**config.mk**
```make
export PLATFORM = sky130hd
export DESIGN_NAME = and2_exerciser
export DESIGN_NICKNAME = d
export VERILOG_FILES = /design/src/rtl/and2_exerciser_pkg.sv /design/src/rtl/and2_settle_timer.sv /design/src/rtl/and2_exerciser.sv
export SDC_FILE = /design/constraint.sdc
export NUM_CORES = 1
export LEC_CHECK = 0
export ABC_AREA = 1
export CAP_MARGIN = 10
export CORE_AREA = 2 2 42 44
export DETAILED_ROUTE_END_ITERATION = 8
export DIE_AREA = 0 0 44 46
export GPL_TIMING_DRIVEN = 0
export MAX_ROUTING_LAYER = met4
export PLACE_DENSITY = 0.72
export REMOVE_ABC_BUFFERS = 1
export SYNTH_ARGS = -nofsm -noshare
export SYNTH_HDL_FRONTEND = slang
export SYNTH_SLANG_ARGS = --single-unit
```
**constraint.sdc**
```tcl
create_clock -name CLK -period 1.8 [get_ports CLK]
set_clock_uncertainty 0.2 [all_clocks]
set_input_delay 0.27 -clock CLK [delete_from_list [all_inputs] [get_ports CLK]]
set_output_delay 0.27 -clock CLK [all_outputs]
set_load 0.005 [all_outputs]
```
**src/rtl/and2_exerciser_pkg.sv**
```systemverilog
// Shared definitions for the 2-input AND gate exerciser: FSM encoding and sizing constants.
package and2_exerciser_pkg;

    typedef enum logic [1:0] {
        S_IDLE   = 2'd0,
        S_SETTLE = 2'd1,
        S_SAMPLE = 2'd2,
        S_FIN    = 2'd3
    } state_t;

    localparam int unsigned NUM_VEC = 4;
    localparam int unsigned ERR_W   = 3;
    localparam int unsigned CNT_W   = 4;

endpackage

```
**src/rtl/and2_settle_timer.sv**
```systemverilog
// Settle-wait down-counter: loads a start value, decrements to zero and flags zero.
module and2_settle_timer #(
    parameter int unsigned W = 4
) (
    input  logic         clk,
    input  logic         rst,
    input  logic         load,
    input  logic         dec,
    input  logic [W-1:0] load_val,
    output logic [W-1:0] cnt,
    output logic         zero
);

    always_ff @(posedge clk) begin
        if (rst)
            cnt <= '0;
        else if (load)
            cnt <= load_val;
        else if (dec && cnt != '0)
            cnt <= cnt - 1'b1;
    end

    assign zero = (cnt == '0);

endmodule

```
**src/rtl/and2_exerciser.sv**
```systemverilog
// Drives AB = 00,01,10,11 into an external AND gate, checks F after SETTLE cycles, reports PASS/ERR_CNT.
// Optional first-failure capture ports are enabled by defining AND2_EXERCISER_FAILCAP_EN.
module and2_exerciser
    import and2_exerciser_pkg::*;
#(
    parameter int unsigned SETTLE = 2
) (
    input  logic             CLK,
    input  logic             RST,
    input  logic             START,
    output logic             A,
    output logic             B,
    input  logic             F,
    output logic             BUSY,
    output logic             DONE,
    output logic             PASS,
`ifdef AND2_EXERCISER_FAILCAP_EN
    output logic             FAIL_VALID,
    output logic [1:0]       FAIL_VEC,
`endif
    output logic [ERR_W-1:0] ERR_CNT
);

    state_t state, state_next;
    logic [1:0]       vec;
    logic             last_vec;
    logic             mismatch;
    logic             tmr_load;
    logic             tmr_dec;
    logic             tmr_zero;
    logic [CNT_W-1:0] tmr_cnt;

    assign last_vec = (vec == 2'(NUM_VEC - 1));
    assign mismatch = (F != (A & B));

    assign tmr_load = (state == S_IDLE && START) || (state == S_SAMPLE && !last_vec);
    assign tmr_dec  = (state == S_SETTLE);

    and2_settle_timer #(.W(CNT_W)) u_timer (
        .clk      (CLK),
        .rst      (RST),
        .load     (tmr_load),
        .dec      (tmr_dec),
        .load_val (CNT_W'(SETTLE - 1)),
        .cnt      (tmr_cnt),
        .zero     (tmr_zero)
    );

    always_ff @(posedge CLK) begin
        if (RST)
            state <= S_IDLE;
        else
            state <= state_next;
    end

    always_comb begin
        state_next = state;
        case (state)
            S_IDLE:   if (START) state_next = S_SETTLE;
            S_SETTLE: if (tmr_zero) state_next = S_SAMPLE;
            S_SAMPLE: state_next = last_vec ? S_FIN : S_SETTLE;
            S_FIN:    state_next = S_IDLE;
            default:  state_next = S_IDLE;
        endcase
    end

    always_comb begin
        BUSY = (state != S_IDLE);
        DONE = (state == S_FIN);
    end

    // Datapath: vector register, operand outputs, mismatch count and verdict.
    always_ff @(posedge CLK) begin
        if (RST) begin
            vec     <= '0;
            A       <= 1'b0;
            B       <= 1'b0;
            ERR_CNT <= '0;
            PASS    <= 1'b0;
        end else begin
            case (state)
                S_IDLE: begin
                    if (START) begin
                        vec     <= '0;
                        A       <= 1'b0;
                        B       <= 1'b0;
                        ERR_CNT <= '0;
                        PASS    <= 1'b0;
                    end
                end
                S_SAMPLE: begin
                    if (mismatch && ERR_CNT < ERR_W'(NUM_VEC))
                        ERR_CNT <= ERR_CNT + 1'b1;
                    if (!last_vec) begin
                        vec      <= vec + 2'd1;
                        {A, B}   <= vec + 2'd1;
                    end
                end
                S_FIN: begin
                    PASS <= (ERR_CNT == '0);
                    A    <= 1'b0;
                    B    <= 1'b0;
                end
                default: ;
            endcase
        end
    end

`ifdef AND2_EXERCISER_FAILCAP_EN
    always_ff @(posedge CLK) begin
        if (RST) begin
            FAIL_VALID <= 1'b0;
            FAIL_VEC   <= '0;
        end else if (state == S_IDLE && START) begin
            FAIL_VALID <= 1'b0;
            FAIL_VEC   <= '0;
        end else if (state == S_SAMPLE && mismatch && !FAIL_VALID) begin
            FAIL_VALID <= 1'b1;
            FAIL_VEC   <= vec;
        end
    end
`endif

endmodule

```
==> results of run 1 <==
-- synth_stat cells (all sizes together) --
master  instances
nor3            1
a21oi          11
a211oi          1
a31oi           1
nand3           6
nand4           1
nand2          27
o21ai           4
nor2           11
inv            18
nand3b          1
buf             1
ha              4
clkinv          1
dfxtp          14
-- routing by layer --
metal	wire length [um]	part of all wire, %
met5	0	0
met4	22	1.7
met3	56	4.4
met2	593	47
met1	592	47
-- worst max-delay path by stage --
stage	to	slack, ns	startpoint	cells past startpoint
2_1_floorplan	u_timer.cnt[3]	0.46	u_timer.cnt[0]	9
3_3_place_gp	ERR_CNT[2]	0.21	RST	4
3_5_place_dp	ERR_CNT[2]	0.18	RST	4
4_1_cts	DONE	0.01	state[1]	3
5_1_grt	BUSY	0.01	state[1]	3
6_report	BUSY	0.06	state[1]	3
-- worst reg2reg max path: stages (launching register included) --
cell and delay, ns:
dfxtp_1 0.36, inv_1 0.07, ha_1 0.19, inv_1 0.09
nor2_1 0.05, nand2_1 0.06, nand2_2 0.09, nor2_1 0.14
nand2_1 0.06, a21oi_1 0.13
-- where the power goes --
| part | internal (mW) | total (mW) | switching, mW |
|---|---|---|---|
| registers | 0.331 | 0.348 | 0.0170 |
| clock network | 0.0776 | 0.176 | 0.0988 |
| logic | 0.0741 | 0.180 | 0.106 |
| total | 0.483 | 0.705 | 0.222 |
-- logic make-up (layout without fill, tap and decap cells) --
logic type                 Yosys count  count (layout)  share of synthesized area, %
AOI/OAI and AO/OA                   17              17                         14.17
adders and majority gates            4               4                         6.826
buffers and inverters               20              33                         11.26
DFF                                 14              14                         38.23
and+or+nand+nor                     47              47                         29.52
-- final cells by class --
cell class	instances	area, um2
clock buffers	3	22.52
fillers	157	730.7
inverters	19	71.32
multi-input cells	68	370.4
flip-flops and latches	14	285.3
well taps	17	21.27
repair buffers	11	112.6
-- per-stage QoR --
stage	std cells	worst slack, ns
2_1_floorplan	101	0.4559
3_3_place_gp	129	0.2118
3_5_place_dp	129	0.1822
4_1_cts	132	0.01432
5_1_grt	132	0.01054
6_report	132	0.06394
-- flip-flops by register name (all words and copies together) (netlist names) --
register     cells
state            2
B                1
vec              2
u_timer.cnt      4
ERR_CNT          3
PASS             1
A                1
==> impl_results.md, run 1 <==
- Synth warnings: 0
- Post-layout util: 54.73%
- Synth cell types: 22
- Initial antenna violation count: 0
- Row count: 15
- Critical Path Max Stage Delay: 0.49 ns
- Max-Cap Viols: 0
- Hold_sp: vec[1]
- Reg-to-reg critical path endpoint: u_timer.cnt[3]
- Ratio of cells with drive above 1 in the final layout: 16.52%
- Slew margin rel.: 69.73%
- Tightest Pin Transition: 0.4527 ns
- Synth area leaders: dfxtp_1 38%, nand2_1 12%, a21oi_1 7.5%
- Sequential area share after synthesis: 38.23%
- GR Util met1: 18.75%
- Final setup vio count: 0
- Die Ht: 46 um
- CP arrival: 1.27 ns
- Avg WL per Cell: about 9.6 um
- Cell taking the most area after synthesis: dfxtp_1
- Max clock buf depth: 2
- Starting Density: 45.43%
- Tmin final: 1.736 ns
- Worst hold margin: 0.2747 ns
- Synth-to-Final Area Change: 20.48%
- Pin count of the biggest net entering global routing: 12
- Met3 Resource Use GR: under 10%
- Port Buffers: 11
- Total GRT Usage: 15.00%
- RD Place Congestion: 0.7961
- First-pass GRT wire length: between 2 and 2.5 mm
- Most frequent cells in the layout: 23 x nand2_1, 13 x inv_1, 12 x dfxtp_1, 11 x a21oi_1, 10 x clkdlybuf4s50_1
- DP Area: 853.3 um2
- CTS Buf Count: 3
- TNS Setup: 0 ns
- CP max stage cell: clkdlybuf4s50_1
- Final wirelength: ~1.3 mm
- Pwr Density: 798.0 nW/um2
- CTS root buf: clkbuf_4
- DIE AREA: just over 2000 um2
- Final ANT Viol Nets: 0
- Peak supply drop: 0.5561 mV
- Post-route cell area: 883.3 um2
- Clock transition at path regs: 0.08 ns
- Met2 GRT Util: 22.35%
- Flops & latches, synth: 14
- Pwr Total: between 0.7 and 0.8 mW
- Sink Count: 14
- Lkg Pwr: 0.3996 nW
- Depth of the most critical reg-to-reg path: 9
- ANT cells: 0
- DR vias/cell: about 4.9
- Synthesized area: 733.2 um2
- Iteration-0 DRC Markers: 4
- F_max: 576.0 MHz
- Worst Hold Path EP: vec[1]
- Grt peak-use layer: met2
- Outcome: complete, no violations
- Vias: 647
- Max H-tree Level: 1
- TritonCTS clock tree: yes
- Number of buffers and inverters on the critical path: 2
- Resized cells post-CTS: 1
- Layout net count: roughly 130
- Synthesized area per cell: 7.188 um2
- I/O Pins: 12
- Crit path max fanout: 5
- Top delay family on crit path: buffers and inverters
- Critical path capture point type: output port
- Congestion Overflow GR: 0
- Final period util: 96.45%
- Post-CTS setup buffers: 0
- Data required time at the worst endpoint: 1.33 ns
- Dpl hpwl: 1.033 mm
- DRT Pass-1 Iters: 4
- Setup Crit Path Kind: reg -> out
- Post-synth top area share: 38.23%
- Clk_lat worst skew: 0.28 ns
- Hold Path Depth: 2
- Chip Width: 44 um
- DRC: 0
- Hold buffer count at CTS: 0
- R2r setup slk: between 0.2 and 0.3 ns
- CP startpoint kind: register
- Reg2Reg Launch Point: u_timer.cnt[0]
- Core ar.: about 1600 um2
- Vias in the first global route: 549
- Slew Limit Fails: 0
- RSZ-0062 raised after global routing: no
- Most common cell after layout, fill and taps aside: nand2_1
- Fin. Hold Viols: 0
- Cells along the critical path: inv_2, nand2_1, clkdlybuf4s50_1
- Post-Syn Instances: 102
- Hold Crit Class: reg -> reg
Power figures use the tool's default switching activity.
==> run 2: changes to the inputs <==
- GPL_TIMING_DRIVEN: 0 -> not set
==> run 2 against run 1 <==
Compared with the run above:
- cell count grew 0.76%
- die area is the same
- routed wire length grew 8.9%
- critical path type unchanged
- critical endpoint unchanged
- largest power group unchanged
==> impl_results.md, run 2 (same netlist as run 1, synthesis figures left out) <==
- Tmin final: between 1.5 and 2 ns
- DIE AREA: a little over 2000 um2
- CP arrival: 1.28 ns
- Most frequent cells in the layout: 23 x nand2_1, 13 x inv_1, 12 x dfxtp_1, 11 x a21oi_1, 10 x clkdlybuf4s50_1
- Dpl hpwl: 1.026 mm
- Worst setup margin: 0.04602 ns
- Post-CTS setup buffers: 0
- Top reg by flops: u_timer.cnt
- Pwr Density: ~850 nW/um2
- Max clock buf depth: 2
- Row count: 15
- Post-route cell area: 897.1 um2
- Max H-tree Level: 1
- Pin count of the biggest net entering global routing: 12
- Final ANT Viol Nets: 0
- DRT Pass-1 Iters: 4
- TNS Setup: 0 ns
- Finished Layout Cells: between 100 and 150
- Hold Crit Class: reg -> reg
- Most common cell after layout, fill and taps aside: nand2_1
- Layout net count: ~130
- Pre-CTS WS: 0.1753 ns
- Ratio of cells with drive above 1 in the final layout: 17.24%
- Final period util: 97.44%
- Vias: 650
- Sink Count: 14
- Outcome: complete, no violations
- Reg2Reg Launch Point: u_timer.cnt[0]
- Chip Width: 44 um
- Largest register FFs: 4
- Critical path capture point type: output port
- Hold Path Depth: 2
- DRC: 0
- DP Area: 853.3 um2
- Clk_lat worst skew: 0.29 ns
- Slew margin rel.: 70.02%
- Avg WL per Cell: approximately 10 um
- Setup Crit Path Kind: reg -> out
- Biggest regs: u_timer.cnt x4, ERR_CNT x3
- DR vias/cell: 4.887
- Reg-to-reg critical path endpoint: u_timer.cnt[0]
- First-pass GRT wire length: 2.297 mm
- Congestion Overflow GR: 0
- Core ar.: 1614 um2
- Initial antenna violation count: 0
- TritonCTS clock tree: yes
- CTS root buf: clkbuf_4
- Final setup vio count: 0
- RD Place Congestion: 0.8002
- CP startpoint kind: register
- R2r setup slk: about 0.33 ns
- I/O Pins: 12
- Vias in the first global route: around 600
- Synth-to-Final Area Change: 22.35%
- Starting Density: 45.43%
- Final wirelength: roughly 1.4 mm
- F_max: 570.1 MHz
- Fin. Hold Viols: 0
- Slew Limit Fails: 0
- Hold_sp: ERR_CNT[2]
- Die Ht: around 46 um
- Post-layout util: between 50% and 60%
- Data required time at the worst endpoint: 1.33 ns
- ANT cells: 0
- Crit path max fanout: 5
- Iteration-0 DRC Markers: 8
- CTS Buf Count: 3
- Worst Hold Path EP: ERR_CNT[2]
- Peak supply drop: 0.4600 mV
- Clock transition at path regs: 0.09 ns
- Placed cell count: 129
- Depth of the most critical reg-to-reg path: 9
- RSZ-0062 raised after global routing: no
- Total GRT Usage: between 10% and 20%
- Max-Cap Viols: 0
- Tightest Pin Transition: between 0.4 and 0.5 ns
- Lkg Pwr: slightly above 0.4 nW
- Port Buffers: 11
## run 2: changes by cell type in the layout (fill, tap and decap cells not counted), sizes merged
cell	previous run	this run
clkbuf	3	4
## run 2: what timing repair did
action                     4_1_cts  5_1_grt
cloned                           0        0
pin swaps                        0        0
gates resized for setup          1        3
hold buffers                     0        0
setup endpoints to repair        2        2
## run 2: how the worst max path moves through the flow
stage	startpoint	to	slack [ns]	depth (start not counted)
global placement	START	vec[0]	0.21	5
detailed placement	START	vec[0]	0.18	5
CTS	state[1]	DONE	0.02	3
global route	state[1]	BUSY	0.02	3
floorplan	u_timer.cnt[0]	u_timer.cnt[3]	0.46	9
finish	state[1]	BUSY	0.05	3
## run 2: through the flow
| stage | total power [mW] | hold slack [ns] |
|---|---|---|
| after floorplan | 0.4786 | 0.1391 |
| after global placement | 0.5307 | 0.2551 |
| after detailed placement | 0.5357 | 0.2681 |
| after CTS | 0.7666 | 0.2815 |
| after global routing | 0.8045 | 0.3084 |
| final | 0.7646 | 0.2796 |
## run 2: worst max-delay path, cell delays in order, from the launching register on
cell	delay [ns]
dfxtp_4	0.39
inv_2	0.06
nand2_1	0.06
clkdlybuf4s50_1	0.49
## run 2: metal layers
layer  up-vias  GRT usage, %  wire length, um
li1        350             -                -
met1       283         17.35              665
met2        12         27.06              617
met3         5         2.381               56
met4         0         10.91               38
met5         -             -                0
## run 2: cell type report
class | count | area (um2)
multi-input combinational | 68 | 370.4
timing repair buffer | 11 | 112.6
fill | 153 | 716.9
tap | 17 | 21.27
sequential | 14 | 285.3
clock buffer | 4 | 36.28
inverter | 19 | 71.32
## run 2: power breakdown
part | switching (mW) | leakage (nW) | total [mW] | internal (mW)
clock | 0.111 | 0.0210 | 0.235 | 0.123
combinational | 0.108 | 0.271 | 0.182 | 0.0737
sequential | 0.0169 | 0.115 | 0.348 | 0.331
total | 0.236 | 0.407 | 0.765 | 0.528
==> run 3: changes to the inputs <==
- CORE_AREA: 2 2 42 44 -> 2 2 44 46
- DIE_AREA: 0 0 44 46 -> 0 0 46 48
- PLACE_DENSITY: 0.72 -> 0.69
- clock period: 1.8 -> 1.58 ns (I/O delays scaled with it)
==> run 3 against run 2 <==
Compared with the run above:
- total power is 9.0% higher
- cell count is 3.8% higher
- clock power is 15% lower
- clock-buffer cell count is 1 lower
- global-route usage is 1.6 points lower
- sequential power is 14% higher
- setup slack hardly changed
- non-clock buffer count is 6 higher
- combinational power is 30% higher
- register-to-register slack worse by 0.20 ns
- critical path type unchanged
- critical endpoint is now PASS
- largest power group unchanged
==> impl_results.md, run 3 (same netlist as run 1, synthesis figures left out) <==
- Layout net count: 131
- Avg WL per Cell: 9.659 um
- Tightest Pin Transition: 0.3919 ns
- Max H-tree Level: 1
- Clk pwr share: 23.9%
- CTS root buf: clkbuf_4
- ANT cells: 0
- Critical path capture point type: output port
- Chip Width: 46 um
- Grt peak-use layer: met2
- Starting Density: roughly 43%
- Max-Cap Viols: 0
- RSZ-0062 raised after global routing: yes
- Initial antenna violation count: 0
- CP arrival: 1.10 ns
- Cells along the critical path: clkdlybuf4s50_1
- Top reg by flops: u_timer.cnt
- Clk_lat worst skew: 0.28 ns
- Data required time at the worst endpoint: 1.14 ns
- Dpl hpwl: 1.028 mm
- Number of buffers and inverters on the critical path: 1
- Crit path max fanout: 2
- Hold Crit Class: reg -> reg
- Max clock buf depth: 2
- Sink Count: 14
- Switch share: roughly a third
- Ratio of cells with drive above 1 in the final layout: 28.10%
- RD Place Congestion: 0.7956
- Clock transition at path regs: 0.08 ns
- Final period util: a little over nine tenths
- F_max: 651.8 MHz
- P_int: ~0.57 mW
- Vias in the first global route: 544
- Die Ht: 48 um
- Met2 GRT Util: 23.06%
- Fin. Hold Viols: 0
- Synth-to-Final Area Change: 30.38%
- Biggest regs: u_timer.cnt x4, ERR_CNT x3
- TritonCTS clock tree: yes
- DRT Pass-1 Iters: 4
- CP startpoint kind: register
- Comb pwr share: 28.4%
- Post-layout util: 56.59%
- GR Util met1: 16.29%
- Largest register FFs: 4
- Final wirelength: approximately 1.3 mm
- DIE AREA: 2208 um2
- Congestion Overflow GR: 0
- Final ANT Viol Nets: 0
- Placed cell count: 131
- Slew Limit Fails: 0
- Setup Crit Path Kind: reg -> out
- Final setup vio count: 0
- First-pass GRT wire length: 2.173 mm
- Tmin final: 1.534 ns
- Hold buffer count at CTS: 0
- Net Switching: 0.2664 mW
- TNS Setup: 0 ns
- Sequential share of power: a little under half
- Most common cell after layout, fill and taps aside: nand2_1
- Total GRT Usage: ~14%
- Pwr Density: about 870 nW/um2
- Peak supply drop: 0.4849 mV
- Top delay family on crit path: buffers and inverters
- Port Buffers: 11
- Lkg Pwr: 0.4853 nW
- Most frequent cells in the layout: 23 x nand2_1, 12 x inv_1, 11 x a21oi_1, 8 x dfxtp_2, 8 x nor2_1
- Iteration-0 DRC Markers: 15
- Finished Layout Cells: 138
- Pin count of the biggest net entering global routing: 9
- CTS Buf Count: 3
- Critical Path Max Stage Delay: between 0.4 and 0.5 ns
- Outcome: complete, no violations
- DR vias/cell: 4.855
- Row count: 15
- Met3 Resource Use GR: 6.792%
- I/O Pins: 12
- DRC: 0
- Vias: 670
- Core ar.: 1689 um2
- Slew margin rel.: 73.79%
- CP max stage cell: clkdlybuf4s50_1
[run 3: cell count changes in the layout (fill, tap and decap cells not counted), sizes merged]
cell / delta
dlymetal6s2s: +2
dlygate4sd2: +2
buf: +6
clkbuf: -1
clkdlybuf4s50: -4
[run 3: through the flow]
step                      hold WS, ns  setup WS (ns)  total power [mW]  cell area (um2)
after CTS                      0.2735    0.000004774            0.8254            928.4
after global routing           0.3007       -0.01687            0.8893            955.9
after global placement         0.2535        0.02958            0.6127            868.3
after floorplan                0.1061         0.2359            0.5453            721.9
final                          0.2674        0.04569            0.8333            955.9
after detailed placement       0.2628        0.01929            0.6162            868.3
[run 3: final cells by class]
cell class | instances | area (um2)
multi-input cells | 68 | 387.9
flip-flops and latches | 14 | 290.3
fillers | 160 | 733.2
repair buffers | 17 | 160.2
clock buffers | 3 | 22.52
well taps | 17 | 21.27
inverters | 19 | 73.82
[run 3: metal layers]
| layer | up-vias | wire, um |
|---|---|---|
| met3 | 3 | 77 |
| met4 | 0 | 9 |
| met2 | 11 | 597 |
| li1 | 362 | - |
| met1 | 294 | 648 |
| met5 | - | 0 |
[run 3: power by group through the flow]
stage | logic (mW) | registers (mW) | clock network (mW)
after floorplan | 0.144 | 0.401 | 0
after global placement | 0.211 | 0.401 | 0
after detailed placement | 0.214 | 0.402 | 0
after CTS | 0.226 | 0.394 | 0.205
after global routing | 0.269 | 0.401 | 0.219
final | 0.237 | 0.397 | 0.199
[run 3: final timing paths]
kind / slack (ns) / depth (start not counted) / from / endpoint
max: 0.05 / 1 / PASS / PASS
min: 0.27 / 2 / vec[1] / vec[1]
max reg2reg: 0.13 / 9 / u_timer.cnt[0] / u_timer.cnt[0]
min reg2reg: 0.27 / 2 / vec[1] / vec[1]
[run 3: tightest hold or removal path: stages, from the launching register on]
cell	delay (ns)
dfxtp_1	0.32
nand2_1	0.06
a21oi_1	0.05
[run 3: repair_timing]
action | CTS | global route
endpoints found under the setup margin | 6 | 7
setup buffers | 4 | 0
resized for setup | 9 | 10
